`src/rtl/layer_result_collector_if.sv`:
```
`default_nettype none
// ============================================================================
// Module   : layer_result_collector_if
// Purpose  : Bundles the neuron write stream, argmax request/response and
//            result handshake seen by layer_result_collector.
//            master = collector side, slave = surrounding environment.
// Revision : 1.0  initial release
// ============================================================================
interface layer_result_collector_if #(
  parameter int N_OUT   = 10,
  parameter int DATA_W  = 16,
  parameter int DIGIT_W = 8
) ();
  // neuron write stream
  logic                      nrn_valid;
  logic [DIGIT_W-1:0]        nrn_idx;
  logic [DATA_W-1:0]         nrn_data;
  logic                      nrn_ready;
  // argmax unit request / response
  logic                      sm_enable;
  logic [N_OUT*DATA_W-1:0]   sm_data;
  logic                      sm_layer_done;
  logic [DIGIT_W-1:0]        sm_digit;
  logic [DATA_W-1:0]         sm_max;
  // result handshake
  logic                      res_valid;
  logic                      res_ready;
  logic [DIGIT_W-1:0]        res_digit;
  logic [DATA_W-1:0]         res_max;
  // sticky error flags
  logic                      err_idx;
  logic                      err_timeout;
  logic                      err_mismatch;

  modport master (
    input  nrn_valid, nrn_idx, nrn_data,
    output nrn_ready,
    output sm_enable, sm_data,
    input  sm_layer_done, sm_digit, sm_max,
    output res_valid, res_digit, res_max,
    input  res_ready,
    output err_idx, err_timeout, err_mismatch
  );

  modport slave (
    output nrn_valid, nrn_idx, nrn_data,
    input  nrn_ready,
    input  sm_enable, sm_data,
    output sm_layer_done, sm_digit, sm_max,
    input  res_valid, res_digit, res_max,
    output res_ready,
    input  err_idx, err_timeout, err_mismatch
  );
endinterface
`default_nettype wire

```
`src/rtl/layer_result_collector.sv`:
```
`default_nettype none
// ============================================================================
// Module   : layer_result_collector
// Purpose  : Packs the final layer's neuron outputs into a vector, requests an
//            argmax from the argmax unit and presents {digit,max} downstream
//            over a valid/ready handshake.
// Options  : ARGMAX_CHECK_EN - when defined, the returned digit/max is checked
//            against the collected vector and err_mismatch is raised on error.
// Revision : 1.0  initial release
// ============================================================================
module layer_result_collector #(
  parameter int N_OUT       = 10,
  parameter int DATA_W      = 16,
  parameter int DIGIT_W     = 8,
  parameter int TIMEOUT_CYC = 1024
) (
  input  logic                     clk,
  input  logic                     reset,   // synchronous, active-low
  layer_result_collector_if.master bus
);

  localparam logic [1:0] c_ST_COLLECT = 2'd0;
  localparam logic [1:0] c_ST_REQUEST = 2'd1;
  localparam logic [1:0] c_ST_RESULT  = 2'd2;

  localparam int                 c_CNT_W     = (TIMEOUT_CYC > 1) ? $clog2(TIMEOUT_CYC) : 1;
  localparam logic [c_CNT_W-1:0] c_CNT_LAST  = c_CNT_W'(TIMEOUT_CYC - 1);
  localparam logic [N_OUT-1:0]   c_MASK_FULL = '1;

  logic [1:0]              r_state;
  logic [N_OUT-1:0]        r_mask;
  logic [N_OUT*DATA_W-1:0] r_data;
  logic [c_CNT_W-1:0]      r_cnt;
  logic [DIGIT_W-1:0]      r_res_digit;
  logic [DATA_W-1:0]       r_res_max;
  logic                    r_err_idx;
  logic                    r_err_timeout;

  logic                    w_wr;
  logic                    w_idx_ok;
  logic [N_OUT-1:0]        w_mask_set;
  logic [N_OUT-1:0]        w_mask_next;
  logic                    w_capture;

  assign w_wr        = bus.nrn_valid && (r_state == c_ST_COLLECT);
  assign w_idx_ok    = bus.nrn_idx < DIGIT_W'(N_OUT);
  assign w_mask_next = r_mask | w_mask_set;
  assign w_capture   = (r_state == c_ST_REQUEST) && bus.sm_layer_done;

  // One-hot decode of the accepted write index; out-of-range indices hit nothing
  always_comb begin
    w_mask_set = '0;
    for (int i = 0; i < N_OUT; i++) begin
      if (w_wr && (bus.nrn_idx == DIGIT_W'(i))) begin
        w_mask_set[i] = 1'b1;
      end
    end
  end

  // Main FSM: collect vector, hold request until done or timeout, hand off result
  always_ff @(posedge clk) begin
    if (!reset) begin
      r_state       <= c_ST_COLLECT;
      r_mask        <= '0;
      r_data        <= '0;
      r_cnt         <= '0;
      r_res_digit   <= '0;
      r_res_max     <= '0;
      r_err_idx     <= 1'b0;
      r_err_timeout <= 1'b0;
    end else begin
      case (r_state)
        c_ST_COLLECT: begin
          for (int i = 0; i < N_OUT; i++) begin
            if (w_mask_set[i]) begin
              r_data[i*DATA_W +: DATA_W] <= bus.nrn_data;
            end
          end
          r_mask <= w_mask_next;
          if (w_wr && !w_idx_ok) begin
            r_err_idx <= 1'b1;
          end
          if (w_mask_next == c_MASK_FULL) begin
            r_state <= c_ST_REQUEST;
          end
        end
        c_ST_REQUEST: begin
          if (bus.sm_layer_done) begin
            r_res_digit <= bus.sm_digit;
            r_res_max   <= bus.sm_max;
            r_state     <= c_ST_RESULT;
          end else if (r_cnt == c_CNT_LAST) begin
            // abort: deliver a recognisable "no answer" result
            r_err_timeout <= 1'b1;
            r_res_digit   <= '1;
            r_res_max     <= '0;
            r_state       <= c_ST_RESULT;
          end else begin
            r_cnt <= r_cnt + c_CNT_W'(1);
          end
        end
        c_ST_RESULT: begin
          if (bus.res_ready) begin
            r_mask  <= '0;
            r_cnt   <= '0;
            r_state <= c_ST_COLLECT;
          end
        end
        default: begin
          r_state <= c_ST_COLLECT;
        end
      endcase
    end
  end

`ifdef ARGMAX_CHECK_EN
  logic w_hit_ok;
  logic w_over;
  logic r_err_mismatch;

  // Returned digit must point at an element equal to max, and no element may exceed max
  always_comb begin
    w_hit_ok = 1'b0;
    w_over   = 1'b0;
    for (int i = 0; i < N_OUT; i++) begin
      if ((bus.sm_digit == DIGIT_W'(i)) && (r_data[i*DATA_W +: DATA_W] == bus.sm_max)) begin
        w_hit_ok = 1'b1;
      end
      if ($signed(r_data[i*DATA_W +: DATA_W]) > $signed(bus.sm_max)) begin
        w_over = 1'b1;
      end
    end
  end

  // Sticky mismatch flag, evaluated only on the capture edge
  always_ff @(posedge clk) begin
    if (!reset) begin
      r_err_mismatch <= 1'b0;
    end else if (w_capture && (!w_hit_ok || w_over)) begin
      r_err_mismatch <= 1'b1;
    end
  end

  assign bus.err_mismatch = r_err_mismatch;
`else
  assign bus.err_mismatch = 1'b0;
`endif

  assign bus.nrn_ready   = (r_state == c_ST_COLLECT);
  assign bus.sm_enable   = (r_state == c_ST_REQUEST);
  assign bus.res_valid   = (r_state == c_ST_RESULT);
  assign bus.sm_data     = r_data;
  assign bus.res_digit   = r_res_digit;
  assign bus.res_max     = r_res_max;
  assign bus.err_idx     = r_err_idx;
  assign bus.err_timeout = r_err_timeout;

endmodule
`default_nettype wire

```
`src/flat_wrapper.sv`:
```
// flat-port wrapper written by rule: the top's interface ports become plain ports
module layer_result_collector_flat 
#(
  parameter int N_OUT       = 10,
  parameter int DATA_W      = 16,
  parameter int DIGIT_W     = 8,
  parameter int TIMEOUT_CYC = 1024
)
  (clk, reset, bus_nrn_valid, bus_nrn_idx, bus_nrn_data, bus_nrn_ready, bus_sm_enable, bus_sm_data, bus_sm_layer_done, bus_sm_digit, bus_sm_max, bus_res_valid, bus_res_digit, bus_res_max, bus_res_ready, bus_err_idx, bus_err_timeout, bus_err_mismatch);
  layer_result_collector_if #(.N_OUT(N_OUT), .DATA_W(DATA_W), .DIGIT_W(DIGIT_W)) bus_i ();
  input  logic clk;
  input  logic reset;
  input wire logic [$bits(bus_i.nrn_valid)-1:0] bus_nrn_valid;
  input wire logic [$bits(bus_i.nrn_idx)-1:0] bus_nrn_idx;
  input wire logic [$bits(bus_i.nrn_data)-1:0] bus_nrn_data;
  output wire logic [$bits(bus_i.nrn_ready)-1:0] bus_nrn_ready;
  output wire logic [$bits(bus_i.sm_enable)-1:0] bus_sm_enable;
  output wire logic [$bits(bus_i.sm_data)-1:0] bus_sm_data;
  input wire logic [$bits(bus_i.sm_layer_done)-1:0] bus_sm_layer_done;
  input wire logic [$bits(bus_i.sm_digit)-1:0] bus_sm_digit;
  input wire logic [$bits(bus_i.sm_max)-1:0] bus_sm_max;
  output wire logic [$bits(bus_i.res_valid)-1:0] bus_res_valid;
  output wire logic [$bits(bus_i.res_digit)-1:0] bus_res_digit;
  output wire logic [$bits(bus_i.res_max)-1:0] bus_res_max;
  input wire logic [$bits(bus_i.res_ready)-1:0] bus_res_ready;
  output wire logic [$bits(bus_i.err_idx)-1:0] bus_err_idx;
  output wire logic [$bits(bus_i.err_timeout)-1:0] bus_err_timeout;
  output wire logic [$bits(bus_i.err_mismatch)-1:0] bus_err_mismatch;
  assign bus_i.nrn_valid = bus_nrn_valid;
  assign bus_i.nrn_idx = bus_nrn_idx;
  assign bus_i.nrn_data = bus_nrn_data;
  assign bus_nrn_ready = bus_i.nrn_ready;
  assign bus_sm_enable = bus_i.sm_enable;
  assign bus_sm_data = bus_i.sm_data;
  assign bus_i.sm_layer_done = bus_sm_layer_done;
  assign bus_i.sm_digit = bus_sm_digit;
  assign bus_i.sm_max = bus_sm_max;
  assign bus_res_valid = bus_i.res_valid;
  assign bus_res_digit = bus_i.res_digit;
  assign bus_res_max = bus_i.res_max;
  assign bus_i.res_ready = bus_res_ready;
  assign bus_err_idx = bus_i.err_idx;
  assign bus_err_timeout = bus_i.err_timeout;
  assign bus_err_mismatch = bus_i.err_mismatch;
  layer_result_collector #(.N_OUT(N_OUT), .DATA_W(DATA_W), .DIGIT_W(DIGIT_W), .TIMEOUT_CYC(TIMEOUT_CYC)) u_core (.clk(clk), .reset(reset), .bus(bus_i));
endmodule
```
`config.mk`:
```
export PLATFORM = sky130hd
export DESIGN_NAME = layer_result_collector_flat
export DESIGN_NICKNAME = d
export VERILOG_FILES = /design/src/rtl/layer_result_collector_if.sv /design/src/rtl/layer_result_collector.sv /design/src/flat_wrapper.sv
export SDC_FILE = /design/constraint.sdc
export NUM_CORES = 1
export LEC_CHECK = 0
export CAP_MARGIN = 20
export CORE_AREA = 2 2 130 132
export CTS_BUF_LIST = sky130_fd_sc_hd__clkbuf_16
export DETAILED_ROUTE_END_ITERATION = 7
export DIE_AREA = 0 0 132 134
export MAX_ROUTING_LAYER = met4
export PLACE_DENSITY = 0.86
export SYNTH_ARGS = -nofsm -noshare
export SYNTH_HDL_FRONTEND = slang
export SYNTH_SLANG_ARGS = --single-unit
```
`constraint.sdc`:
```
create_clock -name clk -period 4.65 [get_ports clk]
set_clock_uncertainty 0.2 [all_clocks]
set_input_delay 0.93 -clock clk [delete_from_list [all_inputs] [get_ports clk]]
set_output_delay 0.93 -clock clk [all_outputs]
set_load 0.05 [all_outputs]
```
==> impl_results.md <==
* Max Fclk at 292 MHz
* Final Hold Fails at 0
* Buffers & Inverters on Critical Path at 1
* Cells after Synth at 948
* Status: finished clean
* Post-CTS setup buffers at 0
* Max Fanout on Critical Path at 16
* Clock root buffer: clkbuf_16
* R2r setup slk at 2.00 ns
* Tmin final at 3.43 ns
* CTS sink count at 208
* Cell Area, Synth at 8120 um^2
* Hold_buf cts at 0
* Bufs on Longest Clock Path at 3
* Total power per unit cell area at 321 nW/um^2
* CP Launch Type: input pin
* Die width at 132 um
* Final Max Slew Viols at 0
* Drt initial violations at 506
* Drt total wl at 24,300 um
* YS warnings at 0
* Max-cap viol count at 0
* Worst Path Required at 4.81 ns
* Pleak at 0.00369 uW
* Critical Setup Path Class: in -> reg
* Tcrit/Tclk final at 73.7%
* Vias in the first global route at 6,873
* Syn_nets at 1,002
* Critical Path, Cell by Cell: clkdlybuf4s50_1, nor4_2, and2_1, nand4_1, nand2_1, a21boi_0
* Fraction of layout cells with a size suffix above 1 at 3.47%
* Endpoint class of the critical path: flop
* GR Util All Layers at 27.3%
* Leading cell types in the layout, fill and taps excluded: 334 x nand2_1, 240 x clkdlybuf4s50_1, 208 x dfxtp_1
* Initial Utilization at 49.8%
* TritonCTS clock tree: yes
* Nets at 1,192
* Slowest-stage cell, CP: nor4_2
* Height of the die at 134 um
* Filler instances at 1,267
* Synth Area per Inst at 8.56 um^2
* Clk slew on worst S/H paths at 0.06 ns
* Port bufs at 241
* Area Overhead vs Synth at 37.1%
* First-pass GRT wire length at 37,600 um
* Max VDD drop at 0.253 mV
* Seq cells post-synth at 208
* Resize count post-CTS at 0
* Die area at 17,700 um^2
* Largest net degree at the start of global routing at 115
* Commonest non-fill, non-tap cell in the layout: nand2_1
* Final ANT Viol Nets at 0
* Delay-heaviest family, CP: simple AND/OR/NAND/NOR gates
* Crit path DAT at 3.58 ns
* DR DRC count at 0
* Routability congestion estimate at 0.821
* Total Neg Setup Slack at 0 ns
* Hold Crit Class: reg -> reg
* Max-Slew Margin vs Limit at 35.2%
* Core Area at 16,300 um^2
* Worst-Margin Slew at 0.973 ns
* Overall power at 3580 uW
* RSZ-0062 raised after global routing: false
* Vias per inst at 5.35
* Register area share after synthesis at 51.3%
* Worst skew pair latency at 0.49 ns
* Setup violators final at 0
* Drt wl/cell at 17.7 um
* Worst path max stage delay at 0.73 ns
* Cts bufs inserted at 22
* I/O pins at 243
* H-tree depth at 1
* Unique masters post-synth at 42
* Drt first pass iters at 5
* GRT Residual Overflow at 0
* Initial antenna violation count at 0
* Vias post-DR at 7,345
* HPWL after DPL at 16,200 um
* Std cell rows at 47
-- cells by family after synthesis --
| group | synth area share, % |
|---|---|
| AND/OR/NAND/NOR | 23.8 |
| flip-flops | 51.3 |
| buffers and inverters | 4.73 |
| XOR/XNOR | 0.755 |
| AO/OA/AOI/OAI | 19.2 |
| adder cells (fa/ha/maj) | 0.154 |
| other | 0.0462 |
-- tightest hold or removal path, cell delays in order, from the launching register on --
cell and delay [ns]:
dfxtp_1 0.31, nand2_1 0.05, a21boi_0 0.06
-- final cells by class --
type | count | area (um^2) | area share (%)
diodes | 1 | 2.50 | 0.0225
clock buffers | 23 | 576 | 5.17
clock inverters | 15 | 93.8 | 0.843
inverters | 1 | 3.75 | 0.0337
multi-input cells | 661 | 3570 | 32.1
flip-flops and latches | 208 | 4160 | 37.4
well taps | 220 | 275 | 2.47
repair buffers | 244 | 2440 | 22.0
-- synthesized netlist by cell type --
cell type	number	area, um^2
nand2_1	334	1250
dfxtp_1	208	4160
a21boi_0	160	1200
clkbuf_1	43	161
nor2b_1	29	181
nor2_1	20	75.1
buf_2	19	95.1
a22oi_1	16	120
buf_4	15	113
nand3_1	13	65.1
a21oi_1	9	45.0
and4_1	8	70.1
nand3b_1	8	60.1
o211a_1	8	80.1
o21ai_0	8	40.0
and2_1	7	43.8
nor3_1	6	30.0
nand4_1	5	31.3
xnor2_1	5	43.8
and4b_1	2	20.0
o21a_1	2	15.0
o22ai_1	2	12.5
xor2_1	2	17.5
a21boi_1	1	7.51
a32o_1	1	10.0
and2b_1	1	7.51
and3_1	1	6.26
buf_6	1	11.3
conb_1	1	3.75
ha_1	1	12.5
inv_1	1	3.75
nand2b_1	1	6.26
nor2_2	1	6.26
nor3b_2	1	12.5
nor3b_4	1	18.8
nor4_1	1	6.26
nor4_2	1	12.5
nor4b_2	1	15.0
o21ai_2	1	8.76
o31a_1	1	8.76
o31ai_2	1	12.5
or3_1	1	6.26
-- sequential cells by signal, summed over array words and instances (netlist names) --
name                    cells
u_core.bus.err_idx          1
u_core.r_state              2
u_core.bus.err_timeout      1
u_core.bus.sm_data        160
u_core.r_cnt               10
u_core.r_mask              10
u_core.bus.res_digit        8
u_core.bus.res_max         16
-- worst paths after layout --
path | cells past startpoint | startpoint | end
worst min-delay path | 2 | u_core.bus.sm_data[112] | u_core.bus.sm_data[112]
worst max-delay path | 6 | bus_nrn_idx[5] | u_core.bus.sm_data[53]
worst max register to register | 5 | u_core.r_state[1] | u_core.bus.sm_data[53]
worst min register to register | 2 | u_core.bus.sm_data[112] | u_core.bus.sm_data[112]
-- power by group --
group          switching, uW  internal [uW]
clock                    684            945
sequential              1.88           1780
combinational           91.6           69.9
-- routing by layer --
metal	vias up	part of all wire [%]	global-route usage, %
met1	3507	40	33.8
met2	297	49	45.5
met3	51	8.0	4.88
li1	3490	-	-
met4	0	2.7	8.45
met5	-	0	-
-- stage by stage --
step | utilization (%) | hold WS [ns] | instance area (um^2) | std cells | setup slack, ns
final | 68.3 | 0.258 | 11100 | 1373 | 1.22
after global routing | 68.3 | 0.278 | 11100 | 1372 | 0.994
after CTS | 68.3 | 0.261 | 11100 | 1372 | 1.25
after detailed placement | 64.2 | 0.255 | 10500 | 1334 | 0.782
after global placement | 64.2 | 0.246 | 10500 | 1334 | 0.934
after floorplan | - | 0.277 | 8120 | 948 | 2.22
(Power assumes the default switching activity.)
